<file path="src/rtl/stack_sequencer.sv">
// Stack traffic sequencer: splits PUSH/POP/CALL/RET/INT/RTI into 16-bit word transfers.
// Optional occupancy bounds checking is enabled by defining STACK_BOUNDS_CHECK_EN.
module stack_sequencer #(
   parameter int STACK_TOP = 2047,
   parameter int DEPTH     = 2048,
   parameter int FLAG_W    = 4
) (
   input  logic              clk,
   input  logic              rst,
   input  logic              req_valid,
   input  logic [2:0]        req_op,
   input  logic [31:0]       req_data,
   input  logic [FLAG_W-1:0] req_flags,
   output logic              req_ready,
   output logic              done,
   output logic              err,
   output logic [31:0]       rsp_data,
   output logic [FLAG_W-1:0] rsp_flags,
   output logic              sp_en,
   output logic              sp_pop,
   input  logic [31:0]       sp,
   output logic              mem_we,
   output logic              mem_re,
   output logic [31:0]       mem_addr,
   output logic [15:0]       mem_wdata,
   input  logic [15:0]       mem_rdata
);

   localparam logic [2:0] OP_PUSH = 3'd0;
   localparam logic [2:0] OP_POP  = 3'd1;
   localparam logic [2:0] OP_CALL = 3'd2;
   localparam logic [2:0] OP_RET  = 3'd3;
   localparam logic [2:0] OP_INT  = 3'd4;
   localparam logic [2:0] OP_RTI  = 3'd5;

   typedef enum logic [1:0] {S_IDLE, S_XFER, S_DONE} state_t;

   // The stack must fit entirely below its reset top.
   if (STACK_TOP + 1 < DEPTH) begin : g_bad_cfg
      $error("stack_sequencer: DEPTH exceeds STACK_TOP + 1");
   end

   function automatic logic [1:0] word_count(input logic [2:0] op);
      case (op)
         OP_PUSH, OP_POP: return 2'd1;
         OP_CALL, OP_RET: return 2'd2;
         OP_INT,  OP_RTI: return 2'd3;
         default:         return 2'd0;
      endcase
   endfunction

   function automatic logic is_pop(input logic [2:0] op);
      return (op == OP_POP) || (op == OP_RET) || (op == OP_RTI);
   endfunction

   // High PC half goes out first so the pop side restores low half first.
   function automatic logic [15:0] push_word(input logic [2:0] op, input logic [1:0] k,
                                             input logic [31:0] pc, input logic [FLAG_W-1:0] fl);
      case (op)
         OP_PUSH: return pc[15:0];
         OP_CALL: return (k == 2'd0) ? pc[31:16] : pc[15:0];
         OP_INT:  return (k == 2'd0) ? pc[31:16] : (k == 2'd1) ? pc[15:0] : 16'(fl);
         default: return 16'h0000;
      endcase
   endfunction

   state_t            state;
   logic [2:0]        op_q;
   logic [31:0]       pc_q;
   logic [FLAG_W-1:0] fl_q;
   logic [1:0]        n_q;
   logic [1:0]        idx;
   logic [15:0]       rx_lo;
   logic [FLAG_W-1:0] rx_flags;
   logic [1:0]        req_n;
   logic              req_pop;
   logic              reject;

`ifdef STACK_BOUNDS_CHECK_EN
   logic [11:0] count;
`endif

   always_comb begin
      // NOTE: every signal gets a default first, so no path can infer a latch.
      req_n   = word_count(req_op);
      req_pop = is_pop(req_op);
      reject  = (req_n == 2'd0);
`ifdef STACK_BOUNDS_CHECK_EN
      if (req_pop)
         reject = reject || (13'(count) < 13'(req_n));
      else
         reject = reject || (13'(count) + 13'(req_n) > 13'(DEPTH));
`endif
   end

   // Address tracks the live SP: writes land at sp, reads come from sp+1.
   assign mem_addr = mem_we ? sp : (mem_re ? sp + 32'd1 : 32'd0);

   // NOTE: non-blocking assignments throughout, so every register sees pre-edge values.
   always_ff @(posedge clk) begin
      if (rst) begin
         state     <= S_IDLE;
         op_q      <= 3'd0;
         pc_q      <= 32'd0;
         fl_q      <= '0;
         n_q       <= 2'd0;
         idx       <= 2'd0;
         rx_lo     <= 16'd0;
         rx_flags  <= '0;
         req_ready <= 1'b1;
         done      <= 1'b0;
         err       <= 1'b0;
         rsp_data  <= 32'd0;
         rsp_flags <= '0;
         sp_en     <= 1'b0;
         sp_pop    <= 1'b0;
         mem_we    <= 1'b0;
         mem_re    <= 1'b0;
         mem_wdata <= 16'd0;
`ifdef STACK_BOUNDS_CHECK_EN
         count     <= 12'd0;
`endif
      end else begin
         case (state)
            S_IDLE: begin
               if (req_valid) begin
                  op_q      <= req_op;
                  pc_q      <= req_data;
                  fl_q      <= req_flags;
                  n_q       <= req_n;
                  idx       <= 2'd0;
                  req_ready <= 1'b0;
                  if (reject) begin
                     state <= S_DONE;
                     done  <= 1'b1;
                     err   <= 1'b1;
                  end else begin
                     state     <= S_XFER;
                     sp_en     <= 1'b1;
                     sp_pop    <= req_pop;
                     mem_we    <= !req_pop;
                     mem_re    <= req_pop;
                     mem_wdata <= req_pop ? 16'd0 : push_word(req_op, 2'd0, req_data, req_flags);
                  end
               end
            end

            S_XFER: begin
               if (sp_pop) begin
                  case (op_q)
                     OP_POP: rsp_data <= {16'h0000, mem_rdata};
                     OP_RET: begin
                        if (idx == 2'd0) rx_lo <= mem_rdata;
                        else             rsp_data <= {mem_rdata, rx_lo};
                     end
                     OP_RTI: begin
                        if (idx == 2'd0)      rx_flags <= mem_rdata[FLAG_W-1:0];
                        else if (idx == 2'd1) rx_lo    <= mem_rdata;
                        else begin
                           rsp_data  <= {mem_rdata, rx_lo};
                           rsp_flags <= rx_flags;
                        end
                     end
                     default: ;
                  endcase
               end
`ifdef STACK_BOUNDS_CHECK_EN
               count <= sp_pop ? count - 12'd1 : count + 12'd1;
`endif
               if (idx == n_q - 2'd1) begin
                  state     <= S_DONE;
                  sp_en     <= 1'b0;
                  sp_pop    <= 1'b0;
                  mem_we    <= 1'b0;
                  mem_re    <= 1'b0;
                  mem_wdata <= 16'd0;
                  done      <= 1'b1;
                  err       <= 1'b0;
               end else begin
                  idx       <= idx + 2'd1;
                  mem_wdata <= sp_pop ? 16'd0 : push_word(op_q, idx + 2'd1, pc_q, fl_q);
               end
            end

            S_DONE: begin
               state     <= S_IDLE;
               done      <= 1'b0;
               err       <= 1'b0;
               req_ready <= 1'b1;
            end

            default: state <= S_IDLE;
         endcase
      end
   end

endmodule

</file>
<file path="config.mk">
export PLATFORM = sky130hd
export DESIGN_NAME = stack_sequencer
export DESIGN_NICKNAME = d
export VERILOG_FILES = /design/src/rtl/stack_sequencer.sv
export SDC_FILE = /design/constraint.sdc
export NUM_CORES = 1
export LEC_CHECK = 0
export CORE_MARGIN = 2
export CORE_UTILIZATION = 35
export CTS_CLUSTER_DIAMETER = 60
export CTS_CLUSTER_SIZE = 20
export DETAILED_ROUTE_END_ITERATION = 10
export PLACE_DENSITY = 0.67
export SLEW_MARGIN = 20
export SYNTH_ARGS = -nofsm -noshare
export SYNTH_HDL_FRONTEND = slang
export SYNTH_SLANG_ARGS = --single-unit
</file>
<file path="constraint.sdc">
create_clock -name clk -period 2.8 [get_ports clk]
set_input_delay 0.56 -clock clk [delete_from_list [all_inputs] [get_ports clk]]
set_output_delay 0.56 -clock clk [all_outputs]
set_load 0.02 [all_outputs]
</file>
==> impl_results.md, run 1 <==
* Die area at 19,900 sq um
* I/O pin cnt at 181
* Clk pin slew, worst setup/hold paths at 0.05 ns
* ANT nets after route at 0
* Ant diodes at 0
* Worst skew pair latency at 0.41 ns
* Status: finished with violations
* Core Region at 18,600 sq um
* Highest ir drop seen on vdd at 0.353 mV
* Average size of a mapped cell at 7.67 sq um
* Crit path max fanout at 7
* Multi-input gate area at 4000 sq um
* Sink Count at 123
* Num CTS Buffers at 17
* First drt pass iteration count at 4
* P per Cell Area at 562 nW/um^2
* Slew HR at 0.586
* Post-Syn Area at 6570 sq um
* Clock tree buffer depth at 2
* Crit. End Element: output pin
* Fillers at 1,733
* Worst hold path type: flop to flop
* Minimum clock period at 2.95 ns
* Sequential area share after synthesis at 0.375
* Setup WS post-layout at -0.154 ns
* Port Buffers at 180
* # DRC at 0
* Syn Nets at 957
* Ys Warns at 0
* Commonest non-fill, non-tap cell in the layout: nand2_1
* Worst slew pin tran at 0.619 ns
* Final setup violation count at 10
* DR iter-0 viols at 425
* Clock Skew at 0.00705 ns
* F_max at 339 MHz
* CTS tree: done
* Post-synth top flop: dfxtp_1
* Initial antenna violation count at 0
* Leakage Power at 0.00367 uW
* Cell Rows at 50
* WHS at 0.454 ns
* Hold buffers post-CTS at 0
* Dpl cells at 1,275
* Largest net degree at the start of global routing at 57
* Die height at 141 microns
* Critical Path AT at 2.39 ns
* Via density at 5.40
* Synth Register Bits at 123
* Final Hold Viols at 0
* Commonest cells after routing, fill and taps aside: nand2_1, clkdlybuf4s50_1, dfxtp_1
* MaxCap Viol Count at 0
* Startpoint types: input port
* RePlAce Congestion at 0.856
* Async SR Flop Fraction at 0
* Mapped Cells at 857
* Vias in the first global route at 6,643
* Routed WL per cell at 16.6 microns
* Failing checks: setup timing
* WP data required at 2.24 ns
* First-pass GRT wire length at 34,900 microns
* Tcrit/Tclk final at 1.05
* CTS root buf: clkbuf_16
* Register area at 2460 sq um
* Unrepaired setup endpoints after global routing: true
* Final wirelength at 21,800 microns
* Cell variety after synth at 57
* Area grow syn2layout at 49.6%
* Die X at 141 microns
* Post-layout net count at 1,167
* H-tree levels at 4
* Layout cell share with drive strength beyond 1 at 0.195
* Post-synth EDFFs at 0
* Tot GR Track Use at 0.216
* Setup CP Type: input port to output pin
* Fin cells at 1,314
* Starting Density at 0.354
* Total grt overflow at 0
* Placed wire-length estimate at 15,200 microns
* Via Count at 7,095
* Slew Viols, Final at 0
worst max-delay path, cell delays in order:
cell	delay [ns]
dlygate4sd2_1	0.23
nand4b_1	0.16
buf_4	0.20
or4_4	0.58
or3_1	0.36
a21oi_2	0.14
buf_4	0.16
cell families (layout without fill, tap and decap cells):
logic type | count (synthesis) | after routing | share of synthesized area
fa+ha+maj | 10 | 10 | 0.0190
buf+inv | 89 | 312 | 0.0531
mux | 34 | 34 | 0.0524
compound gates | 251 | 251 | 0.241
simple gates | 340 | 340 | 0.247
xor+xnor | 10 | 10 | 0.0133
flops | 123 | 123 | 0.375
power breakdown:
group	switching (uW)	leakage (uW)	internal, uW
combinational	744	0.00237	557
clock	779	0.000302	1500
sequential	83.6	0.00100	1860
total	1610	0.00367	3920
cell type report:
type,count,share of cell area
Multi-Input combinational cell,645,0.407
Sequential cell,123,0.251
Timing Repair Buffer,265,0.244
Clock buffer,19,0.0451
Tap cell,234,0.0298
Clock inverter,13,0.0177
Inverter,15,0.00573
flip-flops by register name (all words and copies together) (netlist names):
register   cells
mem_wdata     16
rx_flags       4
n_q            2
idx            2
state          2
rsp_data      32
pc_q          32
done           1
err            1
op_q           3
mem_re         1
fl_q           4
sp_en          1
rx_lo         16
mem_we         1
req_ready      1
rsp_flags      4
routing by layer:
layer / vias up / part of all wire / global-route usage
met5: - / 0 / 0
met4: 0 / 0.019 / 0.0737
met3: 34 / 0.059 / 0.0425
met2: 265 / 0.47 / 0.348
met1: 3287 / 0.45 / 0.292
li1: 3509 / - / -
synth_stat cells, types with 4 or more instances:
master    instances  area, sq um
a21oi_1         121          606
nand2b_1         31          194
nor2_1           61          229
or4_1            11         82.6
nand4_1          26          163
inv_1            15         56.3
a311oi_1         30          263
clkbuf_1         63          236
a22o_1           15          131
mux2i_1          31          310
o211ai_1         14          105
nor4_1            4         25.0
o31ai_1           9         67.6
nand2_1         151          567
xnor2_1           8         70.1
dfxtp_1         123         2460
or3_1             8         50.1
nor3_1           10         50.1
nand3_1          13         65.1
buf_1             6         22.5
ha_1             10          125
o21ai_0          34          170
final timing paths:
kind,start,end,slack (ns),cells after the start
hold / removal,pc_q[11]$_SDFFE_PP0P_,pc_q[11]$_SDFFE_PP0P_,0.45,2
hold reg to reg,pc_q[11]$_SDFFE_PP0P_,pc_q[11]$_SDFFE_PP0P_,0.45,2
setup reg to reg,idx[0]$_SDFFE_PP0P_,rsp_data[0]$_SDFFE_PP0P_,0.47,7
setup / recovery,sp[2],mem_addr[19],-0.15,7
stage by stage:
step,utilization,setup slack [ns],total power [uW],setup TNS [ns],instance area [sq um]
3_3_place_gp,0.483,-1.03,3260,-19.07,8970
5_1_grt,0.529,-0.209,5770,-1.73,9830
3_5_place_dp,0.483,-1.05,3270,-20.04,8970
4_1_cts,0.522,-0.130,5530,-0.684,9700
2_1_floorplan,-,0.0124,2650,0,6570
6_report,0.529,-0.154,5530,-0.887,9830
what timing repair did:
action	4_1_cts	5_1_grt
gates resized for setup	185	67
cloned	0	0
endpoints found under the setup margin	30	26
pin swaps	25	15
setup buffers	7	1
Note: power is estimated with default switching activity, not from simulation.
==> run 2, diff against run 1 <==
--- a/config.mk
+++ b/config.mk
@@ -11,6 +11,7 @@
 export CTS_CLUSTER_SIZE = 20
 export DETAILED_ROUTE_END_ITERATION = 10
 export PLACE_DENSITY = 0.67
+export SETUP_SLACK_MARGIN = 0.1
 export SLEW_MARGIN = 20
 export SYNTH_ARGS = -nofsm -noshare
 export SYNTH_HDL_FRONTEND = slang
==> impl_results.md, run 2 (synthesis results as in run 1) <==
* Switching share of power at 0.299
* MaxCap Viol Count at 0
* Cell Rows at 50
* Slew Viols, Final at 0
* Via density at 5.44
* Setup WS post-layout at -0.0332 ns
* Crit. End Element: output pin
* Post-Layout Inst Area at 9830 sq um
* Clock power share at 0.401
* Status: finished with violations
* Final Hold Viols at 0
* Worst skew pair latency at 0.42 ns
* Reg power frac at 0.358
* Dpl cell area at 9000 sq um
* Cell family with most CP delay: simple AND/OR/NAND/NOR gates
* Final setup violation count at 4
* Leakage Power at 0.00369 uW
* Clock tree buffer depth at 2
* Largest net degree at the start of global routing at 47
* Slowest stage delay, CP at 0.59 ns
* Layout Utilization at 0.529
* Final wirelength at 21,800 microns
* Unrepaired setup endpoints after global routing: true
* Final Total Pwr at 5430 uW
* Crit path max-delay cell type: or4_4
* H-tree levels at 4
* Die area at 19,900 sq um
* Startpoint types: input port
* Crit-path cells: buf_6 -> nand4_1 -> or4_4 -> buf_8 -> or4_4 -> a21oi_2 -> buf_4
* Total grt overflow at 0
* Sw power at 1620 uW
* DR iter-0 viols at 422
* ANT nets after route at 0
* RePlAce Congestion at 0.818
* Placed wire-length estimate at 15,000 microns
* I/O pin cnt at 181
* Crit path max fanout at 7
* Vias in the first global route at 6,522
* Clk pin slew, worst setup/hold paths at 0.05 ns
* Ant diodes at 0
* CTS tree: done
* Slew HR at 0.585
* Combinational Power Share at 0.240
* Starting Density at 0.354
* Routed WL per cell at 16.6 microns
* Failing checks: setup timing
* Via Count at 7,171
* Layout cell share with drive strength beyond 1 at 0.210
* Port Buffers at 180
* Post-layout net count at 1,170
* Crit-path most repeated cell: or4_4
* Tot GR Track Use at 0.215
* Die X at 141 microns
* Setup CP Type: input port to output pin
* Tcrit/Tclk final at 1.01
* Largest regs: pc_q: 32 flops, rsp_data: 32 flops
* Worst slew pin tran at 0.621 ns
* Initial antenna violation count at 0
* Int Pwr at 3800 uW
* Buf/Inv on CP at 3
* Area grow syn2layout at 49.6%
* P per Cell Area at 552 nW/um^2
* WP data required at 2.24 ns
* First drt pass iteration count at 5
* Die height at 141 microns
* First-pass GRT wire length at 34,700 microns
* Worst hold path type: flop to flop
* Critical Path AT at 2.27 ns
* # DRC at 0
* Num CTS Buffers at 17
* CTS root buf: clkbuf_16
* F_max at 353 MHz
* Core Region at 18,600 sq um
* Commonest non-fill, non-tap cell in the layout: nand2_1
* Clock Skew at 0.0103 ns
* Minimum clock period at 2.83 ns
* Commonest cells after routing, fill and taps aside: nand2_1, clkdlybuf4s50_1, dfxtp_1
* Highest ir drop seen on vdd at 0.373 mV
* Sink Count at 123
run 2: routing by layer:
layer  wire [microns]  vias up  GRT usage
met5                0        -          0
met4              313        0     0.0532
met3             1310       25     0.0445
met2            10500      238      0.355
met1             9690     3395      0.288
li1                 -     3513          -
run 2: stage by stage:
stage	setup WS (ns)	hold WS, ns	instances	TNS, ns
finish	-0.0332	0.451	1317	-0.0586
global route	-0.101	0.474	1317	-0.708
CTS	-0.0767	0.454	1315	-0.340
detailed placement	-0.946	0.447	1275	-18.67
global placement	-0.936	0.443	1275	-18.22
floorplan	0.101	0.436	857	0
run 2: area by class of cell:
type                       count  area (sq um)
tap                          234           293
timing repair buffer         268          2400
multi-input combinational    645          4040
fill                        1754          8750
clock buffer                  19           433
sequential                   123          2460
inverter                      15          56.3
clock inverter                13           151
run 2: worst register-to-register path: cells and delay by family, from the launching register on:
family | cells | cell delay (ns)
AOI/OAI and AO/OA | 1 | 0.51
muxes | 2 | 0.93
xor gates and xnor gates | 1 | 0.27
DFF | 1 | 0.34
run 2: final timing paths:
path / startpoint / end / slack (ns) / cells after the start
worst max-delay path: sp[13] / mem_addr[31] / -0.03 / 7
worst min-delay path: pc_q[21]$_SDFFE_PP0P_ / pc_q[21]$_SDFFE_PP0P_ / 0.45 / 2
worst min register to register: pc_q[21]$_SDFFE_PP0P_ / pc_q[21]$_SDFFE_PP0P_ / 0.45 / 2
worst max register to register: idx[1]$_SDFFE_PP0P_ / done$_SDFFE_PP0P_ / 0.63 / 4
run 2: power by group through the flow:
stage                     Clock, uW  Sequential, uW  Combinational [uW]
after CTS                      2210            1940                1290
after detailed placement          0            1980                1290
after global placement            0            1980                1290
after global routing           2300            1960                1410
after floorplan                   0            2010                 640
final                          2180            1940                1300
run 2: repair_timing:
| action | CTS | global route |
|---|---|---|
| hold buffers | 0 | 0 |
| setup endpoints to repair | 30 | 24 |
| gates cloned | 1 | 0 |
| gates resized for setup | 243 | 35 |
| buffers inserted | 7 | 2 |
| pin swaps | 27 | 12 |
==> run 3, diff against run 2 <==
--- a/config.mk
+++ b/config.mk
@@ -5,12 +5,13 @@
 export SDC_FILE = /design/constraint.sdc
 export NUM_CORES = 1
 export LEC_CHECK = 0
+export CORE_ASPECT_RATIO = 0.9
 export CORE_MARGIN = 2
 export CORE_UTILIZATION = 35
 export CTS_CLUSTER_DIAMETER = 60
 export CTS_CLUSTER_SIZE = 20
 export DETAILED_ROUTE_END_ITERATION = 10
-export PLACE_DENSITY = 0.67
+export PLACE_DENSITY_LB_ADDON = 0.15
 export SETUP_SLACK_MARGIN = 0.1
 export SLEW_MARGIN = 20
 export SYNTH_ARGS = -nofsm -noshare
==> impl_results.md, run 3 (synthesis results as in run 1) <==
* Failing checks: setup timing
* Die height at 134 microns
* Tot GR Track Use at 0.216
* Num CTS Buffers at 17
* Worst skew pair latency at 0.42 ns
* Largest regs: pc_q: 32 flops, rsp_data: 32 flops
* Initial antenna violation count at 0
* Dpl cell area at 9060 sq um
* Crit. End Element: output pin
* Final wirelength at 21,900 microns
* Via Count at 7,047
* Placed wire-length estimate at 14,700 microns
* First-pass GRT wire length at 34,900 microns
* Total grt overflow at 0
* H-tree levels at 4
* Core Region at 18,400 sq um
* CTS root buf: clkbuf_16
* F_max at 344 MHz
* Leakage Power at 0.00376 uW
* Reg2reg start: idx[0]$_SDFFE_PP0P_
* Crit path to: mem_addr[16]
* Clock tree buffer depth at 2
* Fillers at 1,799
* Unrepaired setup endpoints after global routing: true
* Clk pin slew, worst setup/hold paths at 0.05 ns
* Setup TNS at -0.673 ns
* CP Launch Point: sp[2]
* WP data required at 2.24 ns
* Reg2reg path depth at 7
* Routed WL per cell at 16.4 microns
* Final Hold Viols at 0
* Critical Path AT at 2.34 ns
* Layout cell share with drive strength beyond 1 at 0.209
* Port Buffers at 180
* First drt pass iteration count at 4
* Final setup violation count at 12
* Sink Count at 123
* Slowest stage delay, CP at 0.49 ns
* Setup WS post-layout at -0.105 ns
* P per Cell Area at 547 nW/um^2
* Crit path max fanout at 3
* Minimum clock period at 2.90 ns
* Dpl cells at 1,290
* Post-layout net count at 1,174
* Post-placement setup slack at -0.996 ns
* Status: finished with violations
* Startpoint types: input port
* Crit-path most repeated cell: or4_4
* Tcrit/Tclk final at 1.04
* R2R Path End: rsp_data[13]$_SDFFE_PP0P_
* Setup CP Type: input port to output pin
* Final Total Pwr at 5440 uW
* Starting Density at 0.357
* I/O pin cnt at 181
* RePlAce Congestion at 0.807
* Cell family with most CP delay: simple AND/OR/NAND/NOR gates
* Cell Rows at 47
* CTS tree: done
* Commonest non-fill, non-tap cell in the layout: nand2_1
* Multi-input gate area at 4100 sq um
* Register area at 2460 sq um
* Ant diodes at 0
* MaxCap Viol Count at 0
* Die X at 148 microns
* Crit-path cells: dlygate4sd2_1 -> nand4b_1 -> buf_4 -> or4_4 -> or4_4 -> a21oi_4 -> buf_6
* ANT nets after route at 0
* Clock Skew at 0.00901 ns
* Commonest cells after routing, fill and taps aside: nand2_1, clkdlybuf4s50_1, dfxtp_1
* Buf/Inv on CP at 3
* Vias in the first global route at 6,552
* Slew HR at 0.563
* Highest ir drop seen on vdd at 0.402 mV
* Fin cells at 1,332
* R2R setup slack at 0.45 ns
* Critical path depth at 7
* Slew Viols, Final at 0
* Via density at 5.29
* Hold buffers post-CTS at 0
* Largest net degree at the start of global routing at 73
* Post-Layout Inst Area at 9930 sq um
* Die area at 19,900 sq um
* # DRC at 0
* Worst hold path type: flop to flop
* Worst slew pin tran at 0.654 ns
* Crit path max-delay cell type: or4_4
* Area grow syn2layout at 51.1%
* DR iter-0 viols at 428
run 3: cell count changes in the layout (fill, tap and decap cells not counted), moves of 4 or more:
| cell | change |
|---|---|
| clkdlybuf4s15_1 | +6 |
| o31ai_1 | -5 |
| o31ai_2 | +4 |
| inv_6 | +4 |
| inv_8 | +4 |
| clkinv_2 | -4 |
run 3: how the worst min path moves through the flow:
stage / start / to / slack (ns) / cells past startpoint
after floorplan: fl_q[1]$_SDFFE_PP0P_ / fl_q[1]$_SDFFE_PP0P_ / 0.44 / 2
after global placement: pc_q[30]$_SDFFE_PP0P_ / pc_q[30]$_SDFFE_PP0P_ / 0.44 / 2
after detailed placement: pc_q[22]$_SDFFE_PP0P_ / pc_q[22]$_SDFFE_PP0P_ / 0.45 / 2
after CTS: pc_q[22]$_SDFFE_PP0P_ / pc_q[22]$_SDFFE_PP0P_ / 0.46 / 2
after global routing: pc_q[25]$_SDFFE_PP0P_ / pc_q[25]$_SDFFE_PP0P_ / 0.47 / 2
final: pc_q[13]$_SDFFE_PP0P_ / pc_q[13]$_SDFFE_PP0P_ / 0.46 / 2
run 3: tightest hold or removal path, stage by stage, from the launching register on:
cell and delay (ns):
dfxtp_1 0.31, nand2_1 0.05, a21oi_1 0.05
run 3: timing repair:
| item | CTS | global route |
|---|---|---|
| hold endpoints to repair | 0 | 0 |
| endpoints found under the setup margin | 31 | 27 |
| pin swaps | 25 | 18 |
| setup buffers | 6 | 3 |
| gates resized for setup | 230 | 50 |
| gates cloned | 1 | 0 |
run 3: power breakdown:
part | total [uW] | internal (uW) | switching [uW]
sequential | 1930 | 1860 | 69.5
clock | 2180 | 1260 | 924
combinational | 1320 | 563 | 759
total | 5440 | 3680 | 1750
run 3: area by class of cell:
class                           instances  share of cell area
Multi-Input combinational cell        646               0.413
Sequential cell                       123               0.248
Timing Repair Buffer                  271               0.244
Clock buffer                           17              0.0428
Tap cell                              245              0.0309
Clock inverter                         15              0.0156
Inverter                               15             0.00567
run 3: routing by layer:
metal / wire length (microns) / part of all wire / up-vias / global-route usage
met3: 1290 / 0.059 / 16 / 0.0473
li1: - / - / 3511 / -
met2: 9890 / 0.45 / 184 / 0.335
met4: 181 / 0.0083 / 0 / 0.0497
met1: 10500 / 0.48 / 3336 / 0.307
met5: 0 / 0 / - / 0
run 3: stage by stage:
stage	utilization	hold slack (ns)
global route	0.540	0.472
floorplan	-	0.436
detailed placement	0.492	0.447
global placement	0.492	0.443
CTS	0.531	0.456
finish	0.540	0.456
